$ cat src/rtl/gamecube_poll_controller.sv
// gamecube_poll_controller: sends one 24-bit poll plus stop bit through the bit transmitter,
// then collects the 64-bit status response or aborts on a response timeout.
module gamecube_poll_controller #(
  parameter logic [23:0] POLL_CMD       = 24'h400300,
  parameter int          TIMEOUT_CYCLES = 5000
) (
  input  logic        CLK,
  input  logic        n_RST,
  input  logic        START,
  input  logic        RUMBLE,
  output logic        BUSY,
  output logic [63:0] BUTTONS,
  output logic        DATA_READY,
  output logic        TIMEOUT,
  output logic        TX_BIT,
  output logic        n_SEND_BIT,
  input  logic        TX_BUSY,
  input  logic        RX_BIT,
  input  logic        RX_VALID
);
  localparam int TW = $clog2(TIMEOUT_CYCLES + 1);
  typedef enum logic [2:0] {IDLE, LOAD, STROBE, WAIT_ACK, WAIT_DONE, RECV, DONE, ABORT} state_t;
  state_t        state_q;
  logic          busy_q, dr_q, to_q, tx_bit_q, n_send_q;
  logic [63:0]   buttons_q, rx_sh_q;
  logic [23:0]   tx_sh_q;
  logic [4:0]    bit_cnt_q;
  logic [5:0]    rx_cnt_q;
  logic [1:0]    ack_q;
  logic [TW-1:0] tmo_q;
  logic          bit_done_d;
  // The current bit sits in tx_bit_q; tx_sh_q holds the rest and back-fills with 1s,
  // so the bit presented after the stop bit is the idle-high level.
  assign bit_done_d = !TX_BUSY && (state_q == WAIT_DONE || (state_q == WAIT_ACK && ack_q == 2'd3));
  always_ff @(posedge CLK) begin
    if (!n_RST) begin
      state_q   <= IDLE;
      busy_q    <= 1'b0;
      dr_q      <= 1'b0;
      to_q      <= 1'b0;
      tx_bit_q  <= 1'b1;
      n_send_q  <= 1'b1;
      buttons_q <= '0;
      rx_sh_q   <= '0;
      tx_sh_q   <= '0;
      bit_cnt_q <= '0;
      rx_cnt_q  <= '0;
      ack_q     <= '0;
      tmo_q     <= '0;
    end else begin
      n_send_q <= 1'b1;
      dr_q     <= 1'b0;
      to_q     <= 1'b0;
      case (state_q)
        IDLE:
          if (START && !busy_q) begin
            busy_q    <= 1'b1;
            tx_bit_q  <= POLL_CMD[23];
            tx_sh_q   <= {POLL_CMD[22:1], RUMBLE, 1'b1};
            bit_cnt_q <= '0;
            state_q   <= LOAD;
          end else busy_q <= 1'b0;
        LOAD:
          if (!TX_BUSY) begin
            n_send_q <= 1'b0;
            state_q  <= STROBE;
          end
        STROBE: begin
          ack_q   <= '0;
          state_q <= WAIT_ACK;
        end
        WAIT_ACK, WAIT_DONE:
          if (bit_done_d) begin
            tx_bit_q  <= tx_sh_q[23];
            tx_sh_q   <= {tx_sh_q[22:0], 1'b1};
            bit_cnt_q <= bit_cnt_q + 1'b1;
            if (bit_cnt_q == 5'd24) begin
              rx_sh_q  <= '0;
              rx_cnt_q <= '0;
              tmo_q    <= '0;
              state_q  <= RECV;
            end else state_q <= LOAD;
          end else if (state_q == WAIT_ACK) begin
            if (TX_BUSY) state_q <= WAIT_DONE;
            else ack_q <= ack_q + 1'b1;
          end
        RECV:
          if (RX_VALID) begin
            rx_sh_q  <= {rx_sh_q[62:0], RX_BIT};
            rx_cnt_q <= rx_cnt_q + 1'b1;
            tmo_q    <= '0;
            if (rx_cnt_q == 6'd63) state_q <= DONE;
          end else if (tmo_q == TW'(TIMEOUT_CYCLES)) begin
            to_q    <= 1'b1;
            state_q <= ABORT;
          end else tmo_q <= tmo_q + 1'b1;
        DONE: begin
          buttons_q <= rx_sh_q;
          dr_q      <= 1'b1;
          state_q   <= IDLE;
        end
        ABORT: begin
          busy_q  <= 1'b0;
          state_q <= IDLE;
        end
        default: state_q <= IDLE;
      endcase
    end
  end
  assign BUSY       = busy_q;
  assign BUTTONS    = buttons_q;
  assign DATA_READY = dr_q;
  assign TIMEOUT    = to_q;
  assign TX_BIT     = tx_bit_q;
  assign n_SEND_BIT = n_send_q;
endmodule

$ cat config.mk
export PLATFORM = sky130hd
export DESIGN_NAME = gamecube_poll_controller
export DESIGN_NICKNAME = d
export VERILOG_FILES = /design/src/rtl/gamecube_poll_controller.sv
export SDC_FILE = /design/constraint.sdc
export NUM_CORES = 1
export LEC_CHECK = 0
export CORE_MARGIN = 3
export CORE_UTILIZATION = 35
export CTS_CLUSTER_DIAMETER = 120
export DETAILED_ROUTE_END_ITERATION = 10
export RECOVER_POWER = 100
export SLEW_MARGIN = 15
export SYNTH_ARGS = -nofsm -noshare
export SYNTH_HDL_FRONTEND = slang
export SYNTH_SLANG_ARGS = --single-unit
$ cat constraint.sdc
create_clock -name CLK -period 2.4 [get_ports CLK]
set_input_delay 0.48 -clock CLK [delete_from_list [all_inputs] [get_ports CLK]]
set_output_delay 0.48 -clock CLK [all_outputs]
set_load 0.02 [all_outputs]
# [Yosys cells after proc, flatten, opt, wreduce, memory -nomap -nowiden]
# Index checks and enable logic that the tools add are counted.
[word_totals] regBits=186 latch_bits=0 ramBits=0 rom_bits=0 output_inout_bits=69 elab_cells=104 mem_count=0
[classes] addsub=4 multipliers=0 div_mod_pow=0 n_lt_le_gt_ge=0 n_eq_ne=24 shifts=0 n_mux=41 bitwise_logic=2 n_reduce_logical=20
[op_table] op="64-bit 2-to-1 mux" n=3
[op_table] op="64-bit case mux with 2 select lines" n=1
[op_table] op="13-bit 2-to-1 mux" n=4
[op_table] op="24-bit 2-to-1 mux" n=2
[op_table] op="24-bit case mux with 2 select lines" n=1
[op_table] op="3-bit 2-to-1 mux" n=9
[op_table] op="13-bit case mux with 2 select lines" n=1
[op_table] op="6-bit 2-to-1 mux" n=3
[op_table] op="3-bit case mux with 6 select lines" n=1
[op_table] op="2-bit != test, second input constant" n=8
[op_table] op="3-bit != test, second input constant" n=5
[op_table] op="13-bit by 1-bit adder with 13-bit output, second input constant" n=1
[op_table] op="13-bit equality test, second input constant" n=1
[op_table] op="3-bit equality test, second input constant" n=4
[op_table] op="6-bit case mux with 2 select lines" n=1
[op_table] op="4-bit AND reduction" n=3
[op_table] op="5-bit 2-to-1 mux" n=2
[op_table] op="5-bit case mux with 2 select lines" n=1
[op_table] op="2-bit nonzero test" n=4
[op_table] op="6-bit by 1-bit adder with 6-bit output, second input constant" n=1
[op_table] op="3-bit by 2-bit equality test with 1-bit output, second input constant" n=2
[op_table] op="6-bit equality test, second input constant" n=1
[op_table] op="1-bit 2-to-1 mux" n=6
[op_table] op="2-bit 2-to-1 mux" n=3
[op_table] op="other kinds (17)" n=23

# [Longest topological paths before layout]
[logic_depth] ltp_word=6 mapped_depth=10 ltp_nobuf=7

# [Least setup slack after synthesis]
# No wires, ideal clock.
[synth_path] kind="input to register" from="input port TX_BUSY" to="register rx_cnt_q[5]" arrival_ns=1.889 t_required_ns=2.330 slack_ns=0.441 path_stages=7 n_path_buf=2 path_cell_list="buf_2 -> nand4b_1 -> nor3_2 -> o21ba_1 -> buf_2 -> or4_1 -> a21oi_1"
[synth_via] elab_chain_len=4
[synth_rtl] element="start, declared" line_no="17" source="input logic TX_BUSY,"
[synth_rtl] element="1-bit zero test"
[synth_rtl] element="1-bit logical AND" line_no="34" source="assign bit_done_d = !TX_BUSY && (state_q == WAIT_DONE || (state_q == WAIT_ACK && ack_q == 2'd3));"
[synth_rtl] element="2-bit != test (no source line)"
[synth_rtl] element="4-bit AND reduction (no source line)"
[synth_rtl] element="end signal, assigned" line_no="90" source="rx_cnt_q <= rx_cnt_q + 1'b1;"
[synth_rtl] element="end, declared" line_no="28" source="logic [5:0] rx_cnt_q;"
# No other way between the ends.
# A chain may end at the register's enable or synchronous reset.

# [Final worst setup path]
[layout_path] from="register state_q[2]" to="register tmo_q[0]"
[layout_via] elab_chain_len=6 word_cells_on_any_way=13 cone_classes="eq/ne: 6; mux: 1; reduce/logical: 6"
[layout_rtl] element="start, declared" line_no="23" source="state_t state_q;"
[layout_rtl] element="start signal, assigned" line_no="37" source="state_q <= IDLE;"
[layout_rtl] element="start signal, assigned" line_no="61" source="state_q <= LOAD;"
[layout_rtl] element="start signal, assigned" line_no="66" source="state_q <= STROBE;"
[layout_rtl] element="3-bit by 2-bit equality test with 1-bit output" line_no="34, 54"
[layout_rtl] element="1-bit logical AND" line_no="34"
[layout_rtl] element="1-bit logical OR" line_no="34"
[layout_rtl] element="1-bit logical AND" line_no="34"
[layout_rtl] element="2-bit != test (no source line)"
[layout_rtl] element="4-bit AND reduction (no source line)"
[layout_rtl] element="end signal, assigned" line_no="96" source="end else tmo_q <= tmo_q + 1'b1;"
[layout_rtl] element="end, declared" line_no="30" source="logic [TW-1:0] tmo_q;"
# Parallel ways exist; a longest one is shown, timed or not.

==> results.py <==
metrics = {
    "global_route": {
        "grt_use_total_pct": 14.6,
        "grt_antenna_before_repair": 0,
        "grt_pass1_wl_um": 27000,
        "grt_start_max_net_pins": 100,
        "grt_pass1_vias": 5549,
        "grt-ovfl-total": 0,
    },
    "timing": {
        "max_freq_mhz": 459,
        "worstMarginPinSlew_ps": 743,
        "finalHoldViolations": 0,
        "finClkSkew_ps": 15.1,
        "layout_setup_ws_ps": 221,
        "period_share_pct": 90.8,
        "maxSlewHeadroom_pct": 50.5,
        "maxSlewViolCount": 0,
        "rsz0062_at_grt": "false",
        "hold_slack_ps": 451,
        "setup_viol": 0,
        "period_minus_slack_ps": 2180,
        "setup_tns_ps": 0,
    },
    "clock_tree": {
        "cts_setup_buffers": 0,
        "h-tree-depth": 4,
        "cts_hold_buf": 0,
        "ctsResizeCount": 0,
        "clock_sinks": 186,
        "clk_pin_slew_ps": 70,
        "cts_inserted_buffers": 17,
        "tritoncts": "yes",
        "clock_latency_ps": 420,
        "cts.path.max_buffers": 2,
        "cts-root-buf": "clkbuf_16",
    },
    "power": {
        "power_leakage_nw": 3.07,
        "ir_worst_vdd_uv": 506,
        "powerDensity_nw_per_um2": 743,
    },
    "synthesis": {
        "yosys.cell_types.count": 59,
        "synth_area_per_cell_sq_um": 8.15,
        "ys_ff_latch": 186,
        "yosys_warnings": 0,
        "synth_area_leader_cell": "dfxtp_1",
        "ys.flop_type": "dfxtp_1",
        "synth_top_cell_area_share_pct": 52.2,
        "yosys-top-cells-area": "dfxtp_1, nand2_1, a21oi_1",
        "syn_nets": 887,
        "syn_inst": 874,
        "ys_seq_area_share_pct": 52.2,
        "ys_async_sr_fraction_pct": 0,
        "synth-edff-count": 0,
        "syn_area_sq_um": 7130,
    },
    "detailed_routing": {
        "vias_per_cell": 5.03,
        "wl_per_cell_um": 13.3,
        "remaining_drc_errors": 0,
        "wl_um": 16100,
        "ant_nets": 0,
        "vias": 6100,
        "drtIter0Drc": 286,
        "drt_first_pass_iters": 5,
    },
    "setup_path": {
        "required_ps": 2680,
        "criticalPathCategory": "reg -> reg",
        "cp_slowest_cell": "dfxtp_1",
        "crit_chain": "or3b_1, a211oi_1, buf_4, a21o_1, mux2i_1, nor2_1",
        "end_kind": "flip-flop",
        "critPathMaxStageDelay_ps": 600,
        "worstSetupStartpointType": "flip-flop",
        "crit_fanout": 13,
        "cp_data_arrival_time_ps": 2460,
    },
    "worst_hold_path": {
        "hold_class": "reg -> reg",
    },
    "layout": {
        "num_antenna_cells": 0,
        "nets": 947,
        "final_common_cell": "nand2_1",
        "stdcell_area_sq_um": 8820,
        "layout.cells.non_filler": 1212,
        "drive_gt1_share_pct": 7.29,
        "syn_to_final_growth_pct": 23.8,
        "final_cell_mix": "nand2_1, dfxtp_1, a21oi_1",
    },
    "floorplan": {
        "placementRows": 51,
        "dieWidth_um": 149,
        "core_sq_um": 19700,
        "die_area_sq_um": 22100,
        "die_h_um": 149,
        "ios": 76,
        "start_util_pct": 36.1,
    },
    "place": {
        "dp_cells": 1180,
        "pre_cts_ws_ps": 13.4,
        "portBuffers": 75,
        "post-dp-hpwl_um": 9870,
        "detailed_place.area_sq_um": 8300,
        "place_congestion": 0.811,
    },
    "run_status": {
        "outcome": "finished clean",
    },
    "job": {
        "max_cap_viol_count": 0,
    },
}
-- critical path, delay by kind of cell (launching register included) --
kind                   cells  cell delay (ps)
DFF                        1              600
AOI/OAI and AO/OA          2              550
and+or+nand+nor            2              480
buffers and inverters      1              200
muxes                      1              200
-- routing by layer --
layer  vias to the layer above  wire length [um]  GRT usage (%)
met2                        89              7370           22.2
met1                      2879              7970           20.9
met4                         0                95           3.09
met5                         -                 0              0
li1                       3124                 -              -
met3                         8               669           4.14
-- layout make-up --
class	instances	area, sq um
sequential	186	3720
timing repair buffer	110	1070
fill	1969	10900
inverter	11	43.8
tap	265	332
multi-input combinational	608	3080
clock inverter	13	145
clock buffer	19	433
-- sequential cells by signal, indices dropped and copies added (netlist names), 2 cells and up --
name / cells
tmo_q: 13
state_q: 3
rx_sh_q: 64
ack_q: 2
bit_cnt_q: 5
tx_sh_q: 24
BUTTONS: 64
rx_cnt_q: 6
-- kinds of logic after synthesis --
kind of cell,after synthesis,share of synthesized area (%)
buffers and inverters,80,4.58
adders and majority gates,6,1.05
DFF,186,52.2
AOI/OAI and AO/OA,220,17.8
and+or+nand+nor,377,23.7
muxes,2,0.281
xor gates and xnor gates,3,0.369
-- path summary, 6_finish.rpt --
kind	startpoint	endpoint	slack (ps)	cells past startpoint
worst max-delay path	state_q[2]$_SDFFE_PN0P_	tmo_q[0]$_SDFFE_PN0P_	220	6
worst min-delay path	BUTTONS[20]$_SDFFE_PN0P_	BUTTONS[20]$_SDFFE_PN0P_	450	2
worst max register to register	state_q[2]$_SDFFE_PN0P_	tmo_q[0]$_SDFFE_PN0P_	220	6
worst min register to register	BUTTONS[20]$_SDFFE_PN0P_	BUTTONS[20]$_SDFFE_PN0P_	450	2
-- Yosys cell counts, types with 2 or more instances --
cell        n
nand4b_1    3
mux2i_1     2
and4_1      2
xor2_1      2
o41ai_1     2
or3_1       2
clkbuf_1   42
nor3_1      5
nand2b_1    2
nand2_1   208
a211oi_2    2
buf_2      21
inv_1      10
a31oi_1     9
o31ai_1     2
and3_1      3
o211ai_1    2
or2_2       2
o21ai_1     4
a21o_1      4
nand4_1     3
o22ai_1     3
ha_1        6
a21oi_1   141
nor4_1      3
buf_1       6
nand3_1    78
a22oi_1    21
or4_1       3
o21ai_0    16
a211oi_1    2
dfxtp_1   186
nor2_1     51
-- power by group --
group          switching [W]  leakage [nW]  internal [W]
registers          0.0000733          1.50       0.00315
clock network        0.00121         0.267       0.00154
logic               0.000366          1.30      0.000211
total                0.00165          3.07       0.00491
-- per-stage QoR --
step                util, %  total power (W)
floorplan                 -          0.00370
global placement       42.1          0.00393
detailed placement     42.1          0.00394
CTS                    45.0          0.00670
global route           44.7          0.00684
finish                 44.7          0.00656
No activity file was read; power rests on OpenSTA's default activity.
